`src/rtl/uart_tx_ctrl.sv`:
```
// UART transmit sequencer: pops one FIFO word per frame and serialises start/data/parity/stop.
// Start bit begins 3 cycles after a non-empty FIFO is seen; the FIFO is only read in FETCH.
module uart_tx_ctrl #(
  parameter int DataWidth  = 8,
  parameter int ClksPerBit = 868,
  parameter int ParityMode = 0,
  parameter int StopBits   = 1
) (
  input  logic                 clk_i,
  input  logic                 rst_i,
  input  logic                 enable_i,
  input  logic                 fifo_empty_i,
  input  logic [DataWidth-1:0] fifo_rdata_i,
  output logic                 fifo_rd_en_o,
  output logic                 tx_o,
  output logic                 busy_o,
  output logic                 frame_done_o
);

  localparam int BaudW = $clog2(ClksPerBit);
  localparam int BitW  = $clog2(DataWidth);

  if (ClksPerBit < 2) begin : g_chk_clks
    $error("uart_tx_ctrl: ClksPerBit must be >= 2");
  end
  if (ParityMode < 0 || ParityMode > 2) begin : g_chk_parity
    $error("uart_tx_ctrl: ParityMode must be 0, 1 or 2");
  end
  if (StopBits < 1 || StopBits > 2) begin : g_chk_stop
    $error("uart_tx_ctrl: StopBits must be 1 or 2");
  end
  if (DataWidth < 5 || DataWidth > 9) begin : g_chk_width
    $error("uart_tx_ctrl: DataWidth must be 5..9");
  end

  typedef enum logic [2:0] {
    IDLE, FETCH, LOAD, START, DATA, PARITY, STOP
  } state_e;

  state_e               state_q, state_d;
  logic [BaudW-1:0]     baud_q, baud_d;
  logic [BitW-1:0]      bit_q, bit_d;
  logic [DataWidth-1:0] shift_q, shift_d;
  logic                 parity_q, parity_d;
  logic                 tx_q, tx_d;

  logic baud_end;
  logic data_last;
  logic stop_last;
  logic start_ok;

  assign baud_end  = (baud_q == BaudW'(ClksPerBit - 1));
  assign data_last = (bit_q == BitW'(DataWidth - 1));
  assign stop_last = (bit_q == BitW'(StopBits - 1));
  assign start_ok  = enable_i && !fifo_empty_i;

  always_ff @(posedge clk_i) begin
    if (rst_i) begin
      state_q  <= IDLE;
      baud_q   <= '0;
      bit_q    <= '0;
      shift_q  <= '0;
      parity_q <= 1'b0;
      tx_q     <= 1'b1;
    end else begin
      state_q  <= state_d;
      baud_q   <= baud_d;
      bit_q    <= bit_d;
      shift_q  <= shift_d;
      parity_q <= parity_d;
      tx_q     <= tx_d;
    end
  end

  // Baud counter restarts on every bit boundary; the bit counter also indexes stop bits.
  always_comb begin
    state_d  = state_q;
    baud_d   = baud_q;
    bit_d    = bit_q;
    shift_d  = shift_q;
    parity_d = parity_q;
    unique case (state_q)
      IDLE: begin
        if (start_ok) state_d = FETCH;
      end
      FETCH: state_d = LOAD;
      LOAD: begin
        shift_d  = fifo_rdata_i;
        parity_d = (^fifo_rdata_i) ^ (ParityMode == 2);
        baud_d   = '0;
        bit_d    = '0;
        state_d  = START;
      end
      START: begin
        if (baud_end) begin
          baud_d  = '0;
          state_d = DATA;
        end else begin
          baud_d = baud_q + 1'b1;
        end
      end
      DATA: begin
        if (baud_end) begin
          baud_d = '0;
          if (data_last) begin
            bit_d   = '0;
            state_d = (ParityMode != 0) ? PARITY : STOP;
          end else begin
            bit_d   = bit_q + 1'b1;
            shift_d = shift_q >> 1;
          end
        end else begin
          baud_d = baud_q + 1'b1;
        end
      end
      PARITY: begin
        if (baud_end) begin
          baud_d  = '0;
          bit_d   = '0;
          state_d = STOP;
        end else begin
          baud_d = baud_q + 1'b1;
        end
      end
      STOP: begin
        if (baud_end) begin
          baud_d = '0;
          if (stop_last) begin
            bit_d   = '0;
            state_d = start_ok ? FETCH : IDLE;
          end else begin
            bit_d = bit_q + 1'b1;
          end
        end else begin
          baud_d = baud_q + 1'b1;
        end
      end
      default: state_d = IDLE;
    endcase
  end

  // Line level is chosen from the state being entered so tx_o stays a plain flop.
  always_comb begin
    tx_d = 1'b1;
    unique case (state_d)
      START:   tx_d = 1'b0;
      DATA:    tx_d = shift_d[0];
      PARITY:  tx_d = parity_q;
      default: tx_d = 1'b1;
    endcase
    fifo_rd_en_o = (state_q == FETCH);
    busy_o       = (state_q != IDLE);
    frame_done_o = (state_q == STOP) && baud_end && stop_last;
    tx_o         = tx_q;
  end

endmodule

```
`config.mk`:
```
export PLATFORM = sky130hd
export DESIGN_NAME = uart_tx_ctrl
export DESIGN_NICKNAME = d
export VERILOG_FILES = /design/src/rtl/uart_tx_ctrl.sv
export SDC_FILE = /design/constraint.sdc
export NUM_CORES = 1
export LEC_CHECK = 0
export CORE_MARGIN = 2
export CORE_UTILIZATION = 58
export CTS_BUF_LIST = sky130_fd_sc_hd__clkbuf_4
export DETAILED_ROUTE_END_ITERATION = 10
export PLACE_DENSITY_LB_ADDON = 0.05
export SYNTH_ARGS = -nofsm -noshare
export SYNTH_HDL_FRONTEND = slang
export SYNTH_SLANG_ARGS = --single-unit
```
`constraint.sdc`:
```
create_clock -name clk_i -period 3.4 [get_ports clk_i]
set_clock_uncertainty 0.05 [all_clocks]
set_input_delay 0.68 -clock clk_i [delete_from_list [all_inputs] [get_ports clk_i]]
set_output_delay 0.68 -clock clk_i [all_outputs]
set_load 0.01 [all_outputs]
```
==> results.sh, run 1 <==
export IMPL_drv_max_cap_violation_count=0
export IMPL_crit_chain="ha_1 -> nand4b_1 -> or3_4 -> nor3_1 -> clkdlybuf4s50_1"
export IMPL_num_rows=18
export IMPL_antennaDiodeCount=0
export IMPL_first_iter_violations=28
export IMPL_largest_net_degree_at_the_start_of_global_routing=21
export IMPL_cts_path_max_buffers=2
export IMPL_setup_total_negative_slack_ps=0
export IMPL_post_route_min_period_ps=3200
export IMPL_cp_required_ps=2670
export IMPL_ctsHtreeMaxLevel=1
export IMPL_ratio_of_routed_vias_to_standard_cells=6.14
export IMPL_worstMarginPinSlew_ps=710
export IMPL_layout_worst_path_cycle_share_pct=94.0
export IMPL_number_of_buffer_and_inverter_instances_along_the_worst_setup_path=1
export IMPL_timing_critical_path_to_type="output pin"
export IMPL_grt_antenna_before_repair=0
export IMPL_dominantRegCellSynth="sky130_fd_sc_hd__dfxtp_1"
export IMPL_route_final_wire_length_um=2940
export IMPL_max_slew_margin_pct=52.5
export IMPL_grt_overflow_total=0
export IMPL_powerDensity_nw_per_um2=343
export IMPL_worst_path_dominant_cell_family="simple AND/OR/NAND/NOR gates"
export IMPL_routed_via_count=1370
export IMPL_peakVddDrop_v=0.000325
export IMPL_post_cts_hold_buffer_count=0
export IMPL_rsz0062_at_grt="false"
export IMPL_clock_tree_from_tritoncts="built"
export IMPL_post_route_drc=0
export IMPL_proportion_of_layout_cells_with_a_drive_suffix_above_1_pct=5.70
export IMPL_synth_top_cell_area_share_pct=35.2
export IMPL_yosys_top_cells_count="26 x sky130_fd_sc_hd__dfxtp_1, 20 x sky130_fd_sc_hd__a21oi_1, 15 x sky130_fd_sc_hd__nand2_1"
export IMPL_die_width_um=54.5
export IMPL_floorplan_core_area_um2=2450
export IMPL_cts_sinks=26
export IMPL_global_route_usage_met3_pct=3.28
export IMPL_min_path_type="register to register"
export IMPL_worst_ep_arrival_time_ps=2470
export IMPL_clk_root_buffer_cell="sky130_fd_sc_hd__clkbuf_4"
export IMPL_use_met1_pct=28.4
export IMPL_reg2reg_from="bit_q[0]$_SDFFE_PP0P_"
export IMPL_syn2layout_area_growth_pct=12.7
export IMPL_finalWeightedCongestion=0.788
export IMPL_synth_warnings=0
export IMPL_num_nets_final=211
export IMPL_wl_per_instance_um=13.2
export IMPL_reg2reg_slack_ps=880
export IMPL_worst_path_max_delay_cell="sky130_fd_sc_hd__clkdlybuf4s50_1"
export IMPL_critPathKind="register to output pin"
export IMPL_mappedNetlistArea_um2=1480
export IMPL_synth_area_per_cell_um2=8.13
export IMPL_die_y_um=54.5
export IMPL_yosysSeqAreaShare_pct=35.2
export IMPL_io_pins=16
export IMPL_dpl_instance_area_um2=1640
export IMPL_cts_repair_resized=0
export IMPL_fmax_ghz=0.313
export IMPL_layer_carrying_the_most_global_route_usage="met2"
export IMPL_synthDominantAreaCellType="sky130_fd_sc_hd__dfxtp_1"
export IMPL_buffer_ports_inserted=15
export IMPL_synthMostInstantiatedCell="sky130_fd_sc_hd__dfxtp_1"
export IMPL_worst_skew_pair_late_latency_ps=310
export IMPL_async_reset_ff_share_pct=0
export IMPL_tritoncts_num_buffers=3
export IMPL_synth_fp_nets=198
export IMPL_finalCoreUtilization_pct=67.9
export IMPL_timing_critical_path_fanout_max=6
export IMPL_status="finished, final reports clean"
export IMPL_hold_violation_total_from_the_final_report=0
export IMPL_synth_edff_count=0
export IMPL_grt_pass1_vias=1147
export IMPL_worstRegToRegCells=7
export IMPL_grt_util_all_layers_pct=22.1
export IMPL_finalMaxSlewViolations=0
export IMPL_cp_slowest_stage_delay_ps=560
export IMPL_grt_pass1_wl_um=4840
export IMPL_finalSetupViolCount=0
export IMPL_hold_start="shift_q[4]$_SDFFE_PP0P_"
export IMPL_met2_use_gr_pct=38.2
export IMPL_firstDrtPassIters=4
export IMPL_yosys_cell_types_count=45
export IMPL_cts_reportedPaths_clkPinSlew_ps=130
export IMPL_fp_dieArea_um2=2970
export IMPL_worstReg2RegEnd="tx_o$_SDFF_PP1_"
export IMPL_final_cell_area_um2=1670
export IMPL_synthTopCellsByArea="sky130_fd_sc_hd__dfxtp_1 35%, sky130_fd_sc_hd__a21oi_1 6.8%, sky130_fd_sc_hd__nor3_1 4.4%, sky130_fd_sc_hd__xnor2_1 4.1%, sky130_fd_sc_hd__nand2_1 3.8%"
export IMPL_floorplan_initialDensity_pct=60.2
export IMPL_critical_path_startpoint_type="register"
export IMPL_drtAntennaViolNets=0
export IMPL_place_hpwl_um=2200
export IMPL_ys_ff_latch=26
export IMPL_hold_path_endpoint="shift_q[4]$_SDFFE_PP0P_"
export IMPL_synthCells=182
export IMPL_p_leak_nw=0.555
export IMPL_post_cts_setup_buffer_count=0
export IMPL_hold_depth=2
==> cell usage in the layout, fill, tap and decap left out, types with 2 or more instances in the layout <==
| master | instances |
|---|---|
| sky130_fd_sc_hd__a41oi_1 | 2 |
| sky130_fd_sc_hd__buf_4 | 3 |
| sky130_fd_sc_hd__nor2_1 | 13 |
| sky130_fd_sc_hd__o21ai_0 | 8 |
| sky130_fd_sc_hd__nand4_1 | 2 |
| sky130_fd_sc_hd__nand3_1 | 3 |
| sky130_fd_sc_hd__nor3_1 | 13 |
| sky130_fd_sc_hd__a22oi_1 | 7 |
| sky130_fd_sc_hd__nand3b_1 | 6 |
| sky130_fd_sc_hd__xnor2_1 | 7 |
| sky130_fd_sc_hd__or3_1 | 3 |
| sky130_fd_sc_hd__ha_1 | 4 |
| sky130_fd_sc_hd__inv_1 | 7 |
| sky130_fd_sc_hd__nor3b_1 | 5 |
| sky130_fd_sc_hd__nor2b_1 | 3 |
| sky130_fd_sc_hd__and3_1 | 3 |
| sky130_fd_sc_hd__dfxtp_1 | 26 |
| sky130_fd_sc_hd__a21oi_1 | 20 |
| sky130_fd_sc_hd__nand2_1 | 15 |
| sky130_fd_sc_hd__a311oi_1 | 2 |
| sky130_fd_sc_hd__clkbuf_4 | 3 |
| sky130_fd_sc_hd__clkdlybuf4s50_1 | 15 |
==> flip-flops by register name, summed over array words and instances (netlist names) <==
register,cells
state_q,3
bit_q,3
tx_o,1
baud_q,10
parity_q,1
shift_q,8
==> cells by family (layout without fill, tap and decap cells) <==
logic type,after synthesis,in the layout,synth area share (%)
AOI/OAI and AO/OA,51,51,22.2
xor gates and xnor gates,8,8,4.74
muxes,2,2,1.44
buffers and inverters,17,28,4.82
and+or+nand+nor,74,74,28.3
DFF,26,26,35.2
adders and majority gates,4,4,3.38
==> worst max-delay path by stage <==
stage	from	end	depth (start not counted)
floorplan	baud_q[0]$_SDFFE_PP0P_	frame_done_o	4
global placement	baud_q[0]$_SDFFE_PP0P_	frame_done_o	5
detailed placement	baud_q[0]$_SDFFE_PP0P_	frame_done_o	5
CTS	baud_q[0]$_SDFFE_PP0P_	frame_done_o	5
global route	baud_q[0]$_SDFFE_PP0P_	frame_done_o	5
finish	baud_q[0]$_SDFFE_PP0P_	frame_done_o	5
==> cell type report <==
cell class | count | area [um2]
clock buffer | 3 | 22.5
multi-input combinational | 139 | 887
fill | 210 | 788
tap | 30 | 37.5
sequential | 26 | 520
inverter | 7 | 26.3
timing repair buffer | 18 | 173
==> per-layer routing <==
layer	wire [um]	vias to the layer above
met3	118	2
met5	0	-
li1	-	692
met2	1420	32
met1	1390	644
met4	15	0
==> tightest hold or removal path: cells and delay by family, from the launching register on <==
family	cells	cell delay (ps)
simple gates	1	50
flops	1	330
compound gates	1	50
==> through the flow <==
step,power [mW],hold WS (ps),instances,worst slack [ps]
global route,0.603,441,223,72.0
detailed placement,0.452,402,220,570
global placement,0.449,395,220,613
CTS,0.578,421,223,204
floorplan,0.410,386,182,1100
finish,0.571,420,223,204
==> report_power, final <==
group | internal [mW] | switching (mW) | total, mW | leakage, nW
clock network | 0.0414 | 0.0845 | 0.126 | 0.0138
registers | 0.317 | 0.0148 | 0.332 | 0.211
logic | 0.0570 | 0.0563 | 0.113 | 0.330
total | 0.416 | 0.156 | 0.571 | 0.555
(Power assumes the default switching activity.)
==> run 2, diff against run 1 <==
--- a/config.mk
+++ b/config.mk
@@ -13,3 +13,4 @@
 export SYNTH_ARGS = -nofsm -noshare
 export SYNTH_HDL_FRONTEND = slang
 export SYNTH_SLANG_ARGS = --single-unit
+export TNS_END_PERCENT = 10
==> results of run 2 <==
No change in the layout: final DEF, timing and power equal those of run 1.
==> run 3, diff against run 2 <==
--- a/config.mk
+++ b/config.mk
@@ -7,7 +7,7 @@
 export LEC_CHECK = 0
 export CORE_MARGIN = 2
 export CORE_UTILIZATION = 58
-export CTS_BUF_LIST = sky130_fd_sc_hd__clkbuf_4
+export CTS_BUF_LIST = sky130_fd_sc_hd__clkbuf_8
 export DETAILED_ROUTE_END_ITERATION = 10
 export PLACE_DENSITY_LB_ADDON = 0.05
 export SYNTH_ARGS = -nofsm -noshare
==> run 3 against run 2 <==
  * Utilization rose by 0.76 points
  * Non-clock buffer count did not move
  * Largest cell class unchanged
  * Critical path type unchanged
  * Final cell count did not move
==> results.sh, run 3 (synthesis results as in run 1) <==
export IMPL_max_slew_margin_pct=52.4
export IMPL_worstMarginPinSlew_ps=712
export IMPL_drv_max_cap_violation_count=0
export IMPL_largest_net_degree_at_the_start_of_global_routing=21
export IMPL_grt_util_all_layers_pct=22.7
export IMPL_post_route_drc=0
export IMPL_layout_common_cells="26 x sky130_fd_sc_hd__dfxtp_1, 20 x sky130_fd_sc_hd__a21oi_1, 15 x sky130_fd_sc_hd__nand2_1, 15 x sky130_fd_sc_hd__clkdlybuf4s50_1"
export IMPL_grt_overflow_total=0
export IMPL_layout_worst_path_cycle_share_pct=92.3
export IMPL_rsz0062_at_grt="false"
export IMPL_drtAntennaViolNets=0
export IMPL_grt_antenna_before_repair=0
export IMPL_post_route_min_period_ps=3140
export IMPL_cts_reportedPaths_clkPinSlew_ps=80
export IMPL_first_iter_violations=24
export IMPL_tritoncts_num_buffers=3
export IMPL_num_nets_final=211
export IMPL_post_cts_hold_buffer_count=0
export IMPL_ctsHtreeMaxLevel=1
export IMPL_ratio_of_routed_vias_to_standard_cells=6.13
export IMPL_setup_total_negative_slack_ps=0
export IMPL_io_pins=16
export IMPL_finalMaxSlewViolations=0
export IMPL_post_cts_setup_buffer_count=0
export IMPL_fillers=208
export IMPL_multi_input_area_um2=887
export IMPL_fp_dieArea_um2=2970
export IMPL_place_hpwl_um=2200
export IMPL_cts_path_max_buffers=2
export IMPL_peakVddDrop_v=0.000239
export IMPL_die_y_um=54.5
export IMPL_grt_pass1_wl_um=4950
export IMPL_clk_root_buffer_cell="sky130_fd_sc_hd__clkbuf_8"
export IMPL_floorplan_initialDensity_pct=60.2
export IMPL_finalSetupViolCount=0
export IMPL_floorplan_core_area_um2=2450
export IMPL_num_rows=18
export IMPL_routed_via_count=1367
export IMPL_worst_skew_pair_late_latency_ps=260
export IMPL_route_final_wire_length_um=3010
export IMPL_seqCellArea_um2=520
export IMPL_dp_cells=220
export IMPL_critPathKind="register to output pin"
export IMPL_syn2layout_area_growth_pct=14.0
export IMPL_buffer_ports_inserted=15
export IMPL_hold_violation_total_from_the_final_report=0
export IMPL_p_leak_nw=0.562
export IMPL_timing_critical_path_to_type="output pin"
export IMPL_grt_pass1_vias=1156
export IMPL_cp_required_ps=2670
export IMPL_worst_ep_arrival_time_ps=2410
export IMPL_final_instance_count_excl_fill=223
export IMPL_clock_tree_from_tritoncts="built"
export IMPL_top_regs="baud_q (10), shift_q (8)"
export IMPL_proportion_of_layout_cells_with_a_drive_suffix_above_1_pct=5.70
export IMPL_finalWeightedCongestion=0.788
export IMPL_powerDensity_nw_per_um2=364
export IMPL_wl_per_instance_um=13.5
export IMPL_die_width_um=54.5
export IMPL_fmax_ghz=0.318
export IMPL_critical_path_startpoint_type="register"
export IMPL_min_path_type="register to register"
export IMPL_status="finished, final reports clean"
export IMPL_timing_critical_path_fanout_max=6
export IMPL_cts_sinks=26
export IMPL_final_common_cell="sky130_fd_sc_hd__dfxtp_1"
export IMPL_cts_repair_resized=0
export IMPL_antennaDiodeCount=0
export IMPL_largest_reg_flops=10
export IMPL_firstDrtPassIters=4
export IMPL_largest_reg_by_ff_count="baud_q"
run 3: path summary, 6_finish.rpt:
path | startpoint | to | cells past startpoint | slack, ps
max | baud_q[0]$_SDFFE_PP0P_ | frame_done_o | 5 | 260
min | shift_q[4]$_SDFFE_PP0P_ | shift_q[4]$_SDFFE_PP0P_ | 2 | 410
max reg2reg | bit_q[0]$_SDFFE_PP0P_ | tx_o$_SDFF_PP1_ | 7 | 880
min reg2reg | shift_q[4]$_SDFFE_PP0P_ | shift_q[4]$_SDFFE_PP0P_ | 2 | 410
run 3: critical path, cell delays in order, from the launching register on:
cell	delay (ps)
sky130_fd_sc_hd__dfxtp_1	380
sky130_fd_sc_hd__ha_1	230
sky130_fd_sc_hd__nand4b_1	310
sky130_fd_sc_hd__or3_4	480
sky130_fd_sc_hd__nor3_1	200
sky130_fd_sc_hd__clkdlybuf4s50_1	560
run 3: layout make-up:
class                      count  area share, %
sequential                    26           30.9
inverter                       7           1.56
clock buffer                   3           2.45
multi-input combinational    139           52.6
timing repair buffer          18           10.2
tap                           30           2.23
run 3: stage by stage:
stage               cell area, um2  hold slack, ps  util (%)  total power [mW]  worst slack (ps)
floorplan                     1480             386         -             0.410              1100
global placement              1640             395      67.0             0.449               613
detailed placement            1640             402      67.0             0.452               570
CTS                           1690             414      68.7             0.620               245
global route                  1690             435      68.7             0.646               117
finish                        1690             414      68.7             0.614               260
run 3: where the power goes:
group / internal (mW) / total (mW) / switching (mW)
combinational: 0.0570 / 0.114 / 0.0566
clock: 0.0792 / 0.168 / 0.0891
sequential: 0.317 / 0.332 / 0.0149
total: 0.453 / 0.614 / 0.161
run 3: metal layers:
layer	global-route usage, %	share of wire [%]	vias to the layer above
li1	-	-	696
met1	28.8	48	642
met2	39.4	47	27
met3	4.10	3.8	2
met4	6.25	0.50	0
met5	0	0	-
